==> config.mk <==
export PLATFORM = sky130hd
export DESIGN_NAME = vga_vram_arbiter
export DESIGN_NICKNAME = d
export VERILOG_FILES = /design/src/rtl/vga_pkg.sv /design/src/rtl/vga_sync_delay.sv /design/src/rtl/vga_vram_arbiter.sv
export SDC_FILE = /design/constraint.sdc
export NUM_CORES = 1
export LEC_CHECK = 0
export ABC_AREA = 0
export CORE_ASPECT_RATIO = 1.5
export CORE_MARGIN = 2
export CORE_UTILIZATION = 53
export DETAILED_ROUTE_END_ITERATION = 12
export PLACE_DENSITY = 0.86
export SLEW_MARGIN = 20
export SYNTH_ARGS = -nofsm -noshare
export SYNTH_HDL_FRONTEND = slang
export SYNTH_SLANG_ARGS = --single-unit
==> constraint.sdc <==
create_clock -name CLK_25MH -period 5.53 [get_ports CLK_25MH]
set_clock_uncertainty 0.1 [all_clocks]
set_input_delay 0.8295 -clock CLK_25MH [delete_from_list [all_inputs] [get_ports CLK_25MH]]
set_output_delay 0.8295 -clock CLK_25MH [all_outputs]
set_load 0.01 [all_outputs]
==> src/rtl/vga_pkg.sv <==
// Shared constants and types for the VGA framebuffer / VRAM arbitration slice.
// 160x120 framebuffer at 3-bit colour, each pixel shown as a 4x4 block on 640x480.
package vga_pkg;

  localparam int H_ACTIVE = 640;
  localparam int V_ACTIVE = 480;
  localparam int FB_W     = H_ACTIVE / 4;
  localparam int FB_H     = V_ACTIVE / 4;
  localparam int DEPTH    = FB_W * FB_H;
  localparam int ADDR_W   = 15;
  localparam int PIPE     = 3;

  typedef logic [2:0] colour_t;

  typedef enum logic {
    IDLE  = 1'b0,
    CLEAR = 1'b1
  } clr_state_e;

endpackage

==> src/rtl/vga_sync_delay.sv <==
// Fixed-depth delay line that keeps raw sync signals aligned with the RGB pipeline.
module vga_sync_delay #(
  parameter int              PIPE      = 3,
  parameter int              WIDTH     = 2,
  parameter logic [WIDTH-1:0] RESET_VAL = '1
) (
  input  logic             clk_i,
  input  logic             rst_ni,
  input  logic [WIDTH-1:0] d_i,
  output logic [WIDTH-1:0] q_o
);

  logic [WIDTH-1:0] stage_q [PIPE];

  always_ff @(posedge clk_i or negedge rst_ni) begin
    if (!rst_ni) begin
      for (int i = 0; i < PIPE; i++) begin
        stage_q[i] <= RESET_VAL;
      end
    end else begin
      stage_q[0] <= d_i;
      for (int i = 1; i < PIPE; i++) begin
        stage_q[i] <= stage_q[i-1];
      end
    end
  end

  assign q_o = stage_q[PIPE-1];

endmodule

==> src/rtl/vga_vram_arbiter.sv <==
// Shares a single-port synchronous-read VRAM between display fetch, a clear engine
// and a pixel writer; the display owns every 4th active cycle, the rest are free slots.
module vga_vram_arbiter
  import vga_pkg::*;
(
  input  logic              CLK_25MH,
  input  logic              RESET_N,
  input  logic [9:0]        hcount,
  input  logic [9:0]        vcount,
  input  logic              hsync_in,
  input  logic              vsync_in,
  input  logic              wr_req,
  input  logic [ADDR_W-1:0] wr_addr,
  input  logic [2:0]        wr_data,
  output logic              wr_ack,
  input  logic              clr_start,
  input  logic [2:0]        clr_color,
  output logic              clr_busy,
  output logic [ADDR_W-1:0] mem_addr,
  output logic              mem_we,
  output logic [2:0]        mem_wdata,
  input  logic [2:0]        mem_rdata,
  output logic [2:0]        RGB,
  output logic              hsync,
  output logic              vsync
);

  localparam logic [ADDR_W-1:0] LastAddr  = ADDR_W'(DEPTH - 1);
  localparam logic [ADDR_W-1:0] DepthAddr = ADDR_W'(DEPTH);

  logic              active, fetchSlot;
  logic [7:0]        fbRow, fbCol;
  logic [ADDR_W-1:0] fetchAddr;

  clr_state_e        state_q, state_d;
  logic [ADDR_W-1:0] clrCnt_q, clrCnt_d;
  colour_t           clrColour_q, clrColour_d;

  logic [ADDR_W-1:0] memAddr_q, memAddr_d;
  logic              memWe_q, memWe_d;
  colour_t           memWdata_q, memWdata_d;
  logic              wrAck_q, wrAck_d;
  logic              clrBusy_q, clrBusy_d;

  logic [1:0]        fetchPipe_q, activePipe_q;
  colour_t           hold_q, hold_d;
  colour_t           rgb_q, rgb_d;
  logic [1:0]        syncDly;

  assign active    = (hcount < 10'(H_ACTIVE)) && (vcount < 10'(V_ACTIVE));
  assign fetchSlot = active && (hcount[1:0] == 2'b00);
  assign fbRow     = vcount[9:2];
  assign fbCol     = hcount[9:2];
  // row * 160 as row * 128 + row * 32
  assign fetchAddr = (ADDR_W'(fbRow) << 7) + (ADDR_W'(fbRow) << 5) + ADDR_W'(fbCol);

  always_ff @(posedge CLK_25MH or negedge RESET_N) begin
    if (!RESET_N) begin
      state_q     <= IDLE;
      clrCnt_q    <= '0;
      clrColour_q <= '0;
    end else begin
      state_q     <= state_d;
      clrCnt_q    <= clrCnt_d;
      clrColour_q <= clrColour_d;
    end
  end

  always_comb begin
    state_d     = state_q;
    clrCnt_d    = clrCnt_q;
    clrColour_d = clrColour_q;
    case (state_q)
      IDLE: begin
        if (clr_start) begin
          state_d     = CLEAR;
          clrCnt_d    = '0;
          clrColour_d = clr_color;
        end
      end
      CLEAR: begin
        if (!fetchSlot) begin
          if (clrCnt_q == LastAddr) begin
            state_d  = IDLE;
            clrCnt_d = '0;
          end else begin
            clrCnt_d = clrCnt_q + 1'b1;
          end
        end
      end
      default: state_d = IDLE;
    endcase
  end

  // A writer grant is refused while wr_ack is high so one request never gets two acks.
  always_comb begin
    memAddr_d  = memAddr_q;
    memWe_d    = 1'b0;
    memWdata_d = memWdata_q;
    wrAck_d    = 1'b0;
    clrBusy_d  = (state_d == CLEAR);
    if (fetchSlot) begin
      memAddr_d = fetchAddr;
    end else if (state_q == CLEAR) begin
      memAddr_d  = clrCnt_q;
      memWdata_d = clrColour_q;
      memWe_d    = 1'b1;
    end else if (wr_req && !wrAck_q) begin
      wrAck_d = 1'b1;
      if (wr_addr < DepthAddr) begin
        memAddr_d  = wr_addr;
        memWdata_d = wr_data;
        memWe_d    = 1'b1;
      end
    end
  end

  always_comb begin
    rgb_d  = '0;
    hold_d = hold_q;
    if (fetchPipe_q[1]) begin
      rgb_d  = mem_rdata;
      hold_d = mem_rdata;
    end else if (activePipe_q[1]) begin
      rgb_d = hold_q;
    end
  end

  always_ff @(posedge CLK_25MH or negedge RESET_N) begin
    if (!RESET_N) begin
      memAddr_q    <= '0;
      memWe_q      <= 1'b0;
      memWdata_q   <= '0;
      wrAck_q      <= 1'b0;
      clrBusy_q    <= 1'b0;
      fetchPipe_q  <= '0;
      activePipe_q <= '0;
      hold_q       <= '0;
      rgb_q        <= '0;
    end else begin
      memAddr_q    <= memAddr_d;
      memWe_q      <= memWe_d;
      memWdata_q   <= memWdata_d;
      wrAck_q      <= wrAck_d;
      clrBusy_q    <= clrBusy_d;
      fetchPipe_q  <= {fetchPipe_q[0], fetchSlot};
      activePipe_q <= {activePipe_q[0], active};
      hold_q       <= hold_d;
      rgb_q        <= rgb_d;
    end
  end

  vga_sync_delay #(
    .PIPE      (PIPE),
    .WIDTH     (2),
    .RESET_VAL (2'b11)
  ) u_sync_delay (
    .clk_i  (CLK_25MH),
    .rst_ni (RESET_N),
    .d_i    ({hsync_in, vsync_in}),
    .q_o    (syncDly)
  );

  assign mem_addr  = memAddr_q;
  assign mem_we    = memWe_q;
  assign mem_wdata = memWdata_q;
  assign wr_ack    = wrAck_q;
  assign clr_busy  = clrBusy_q;
  assign RGB       = rgb_q;
  assign hsync     = syncDly[1];
  assign vsync     = syncDly[0];

endmodule
==> results.sh <==
export IMPL_fin_crit_sh=0.595
export IMPL_drt_pre_antenna_iters=4
export IMPL_fin_worst_hold_slack_ns=0.258
export IMPL_total_power_mw=1.07
export IMPL_cpMaxStageDelayCell="dfrtp_1"
export IMPL_coreArea_sq_um=5450
export IMPL_preCtsSetupSlack_ns=1.90
export IMPL_dp_cells=432
export IMPL_placed_cell_area_sq_um=3770
export IMPL_synthToLayoutAreaGrowth_pct=29.1
export IMPL_initial_antenna_violation_count=0
export IMPL_critical_path_max_fanout=24
export IMPL_ys_async_sr_fraction=1.00
export IMPL_achievable_frequency_ghz=0.304
export IMPL_critical_path_capture_point_type="register"
export IMPL_synth_most_common_cell="dfrtp_1"
export IMPL_initial_utilization=0.550
export IMPL_routabilityCongestion=0.836
export IMPL_pin_count_of_the_biggest_net_entering_global_routing=56
export IMPL_synth_compound_area_frac=0.197
export IMPL_postLayoutCoreUtil=0.711
export IMPL_syn_area_per_cell_sq_um=10.1
export IMPL_ordered_cell_list_for_the_critical_path="clkinv_1 -> and4_1 -> nor2_1 -> o22ai_1 -> o31ai_1"
export IMPL_synth_nets=366
export IMPL_worst_setup_hold_path_clk_slew_ns=0.10
export IMPL_finalSetupTns_ns=0
export IMPL_first_global_vias=2596
export IMPL_crit_type="reg2reg"
export IMPL_synth_top_family_by_area="compound AO/OA/AOI/OAI gates"
export IMPL_max_cap_violations=0
export IMPL_htree_num_levels=2
export IMPL_post_route_worst_setup_slack_ns=2.24
export IMPL_cellPowerDensity_nw_per_um2=276
export IMPL_ys_flop_type="dfrtp_1"
export IMPL_detailedPlacementHpwl_microns=5350
export IMPL_grt_pass1_wl_microns=11400
export IMPL_synth_edff_count=0
export IMPL_drive_above_1_share=0.0946
export IMPL_ys_types=56
export IMPL_dr_total_vias=2610
export IMPL_die_wd_microns=65.4
export IMPL_clock_path_buffers=2
export IMPL_post_synth_and_or_nand_nor_area_fraction=0.154
export IMPL_ys_warnings_count=0
export IMPL_yosys_register_bits=55
export IMPL_finalCriticalPeriod_ns=3.29
export IMPL_relSlewSlack=0.274
export IMPL_numPortBuffers=73
export IMPL_worstMarginPinSlew_ns=1.08
export IMPL_cts_repair_resized=0
export IMPL_p_leak_nw=1.72
export IMPL_wl_per_cell_microns=15.8
export IMPL_timing_final_hold_violations=0
export IMPL_drt_vias_per_instance=5.93
export IMPL_timing_final_setup_violations=0
export IMPL_path_delay_family="simple AND/OR/NAND/NOR gates"
export IMPL_core_rowCount=33
export IMPL_finish_instance_area_sq_um=3870
export IMPL_rsz0062_at_grt="false"
export IMPL_report_final_slew_viol_count=0
export IMPL_number_of_placed_i_o_pins=76
export IMPL_clk_latency_ns=0.32
export IMPL_syn_inst_count=298
export IMPL_synth_adder_area_share=0.0801
export IMPL_irDropWorstVdd_v=0.000176
export IMPL_die_y_microns=96.1
export IMPL_tritoncts_num_sinks=55
export IMPL_number_of_buffer_and_inverter_instances_along_the_worst_setup_path=1
export IMPL_cts_setup_buffers=0
export IMPL_tritoncts_clock_tree="built"
export IMPL_synth_common_cells="dfrtp_1, nand2_1, nor2_1"
export IMPL_globalRouteOverflowTotal=0
export IMPL_holdCritPathClass="reg2reg"
export IMPL_cts_buf_count=5
export IMPL_wl_microns=6960
export IMPL_final_instance_count_excl_fill=440
export IMPL_synth_area_top_cells="dfrtp_1, ha_1, dfstp_2"
export IMPL_drt_iter0_markers=103
export IMPL_die_area_sq_um=6290
export IMPL_synth_largest_area_cell="dfrtp_1"
export IMPL_post_synth_xor_area_fraction=0.0146
export IMPL_antenna_diode_count=0
export IMPL_master_cell_of_the_clock_root_buffer="clkbuf_8"
export IMPL_max_stage_delay_ns=0.88
export IMPL_drc_errors=0
export IMPL_cts_hold_fix_buffers=0
export IMPL_muxShareOfSynthArea=0.0609
export IMPL_data_arrival_time_of_the_worst_path_ns=3.41
export IMPL_ant_nets=0
export IMPL_number_of_fill_cells=422
export IMPL_synth_top_cell_area_share=0.409
export IMPL_globalRouteTotalUtil=0.233
export IMPL_run_status="completed"
export IMPL_synth_seq_area_share=0.461
export IMPL_cp_start_kind="register"
export IMPL_worst_ep_required_time_ns=5.65
export IMPL_final_nets=437
export IMPL_synth_area_sq_um=3000
-- metal layers --
layer | wire length (microns) | part of all wire | GRT usage | up-vias
met4 | 200 | 0.029 | 0.0990 | 0
met2 | 3780 | 0.54 | 0.436 | 86
met5 | 0 | 0 | 0 | -
li1 | - | - | - | 1242
met3 | 247 | 0.035 | 0.0281 | 15
met1 | 2740 | 0.39 | 0.263 | 1267
-- state kept, by name, indices dropped and copies added, names as in the netlist --
signal,flops
RGB,3
activePipe_q,2
clrCnt_q,15
clrColour_q,3
clr_busy,1
fetchPipe_q,2
hold_q,3
mem_addr,15
mem_wdata,3
mem_we,1
u_sync_delay.q_o,2
u_sync_delay.stage_q,4
wr_ack,1
-- report_power, final --
part	internal (mW)	switching (mW)
Combinational	0.169	0.130
Sequential	0.471	0.0649
Clock	0.0941	0.140
-- cell type report --
class,count,area [sq um],share of cell area
clock buffer,5,68.8,0.0178
clock inverter,3,28.8,0.00743
inverter,11,41.3,0.0107
multi-input combinational,221,1520,0.393
sequential,55,1380,0.357
tap,70,87.6,0.0226
timing repair buffer,75,741,0.191
-- kinds of logic after synthesis --
kind of cell	after synthesis
XOR/XNOR	5
buffers and inverters	22
multiplexers	17
AO/OA/AOI/OAI	84
AND/OR/NAND/NOR	97
adder cells (fa/ha/maj)	18
flip-flops	55
-- worst paths after layout --
check / startpoint / end / slack [ns] / depth (start not counted)
worst max-delay path: clr_busy / mem_addr[1] / 2.24 / 5
worst min-delay path: activePipe_q[0] / activePipe_q[1] / 0.26 / 0
worst max register to register: clr_busy / mem_addr[1] / 2.24 / 5
worst min register to register: activePipe_q[0] / activePipe_q[1] / 0.26 / 0
max in group asynchronous: RESET_N / clrCnt_q[13] / 4.37 / 2
min in group asynchronous: RESET_N / mem_addr[0] / 0.52 / 2
-- cell usage in the layout, fill, tap and decap left out, drive strengths merged, types with 3 or more instances in the layout --
| master | count |
|---|---|
| xor2 | 3 |
| ha | 16 |
| nand2 | 30 |
| o41ai | 3 |
| nor2b | 4 |
| o22ai | 11 |
| a22o | 4 |
| clkdlybuf4s50 | 72 |
| o211ai | 3 |
| mux2i | 7 |
| a211oi | 3 |
| nor3 | 3 |
| dfstp | 6 |
| a21oi | 11 |
| o31ai | 10 |
| clkbuf | 5 |
| nand3 | 12 |
| buf | 3 |
| clkinv | 4 |
| inv | 10 |
| and3 | 8 |
| o21a | 4 |
| dfrtp | 49 |
| mux2 | 10 |
| nor2 | 28 |
| nand2b | 3 |
| o21ai | 13 |
| a21o | 6 |
Note: power is estimated with default switching activity, not from simulation.
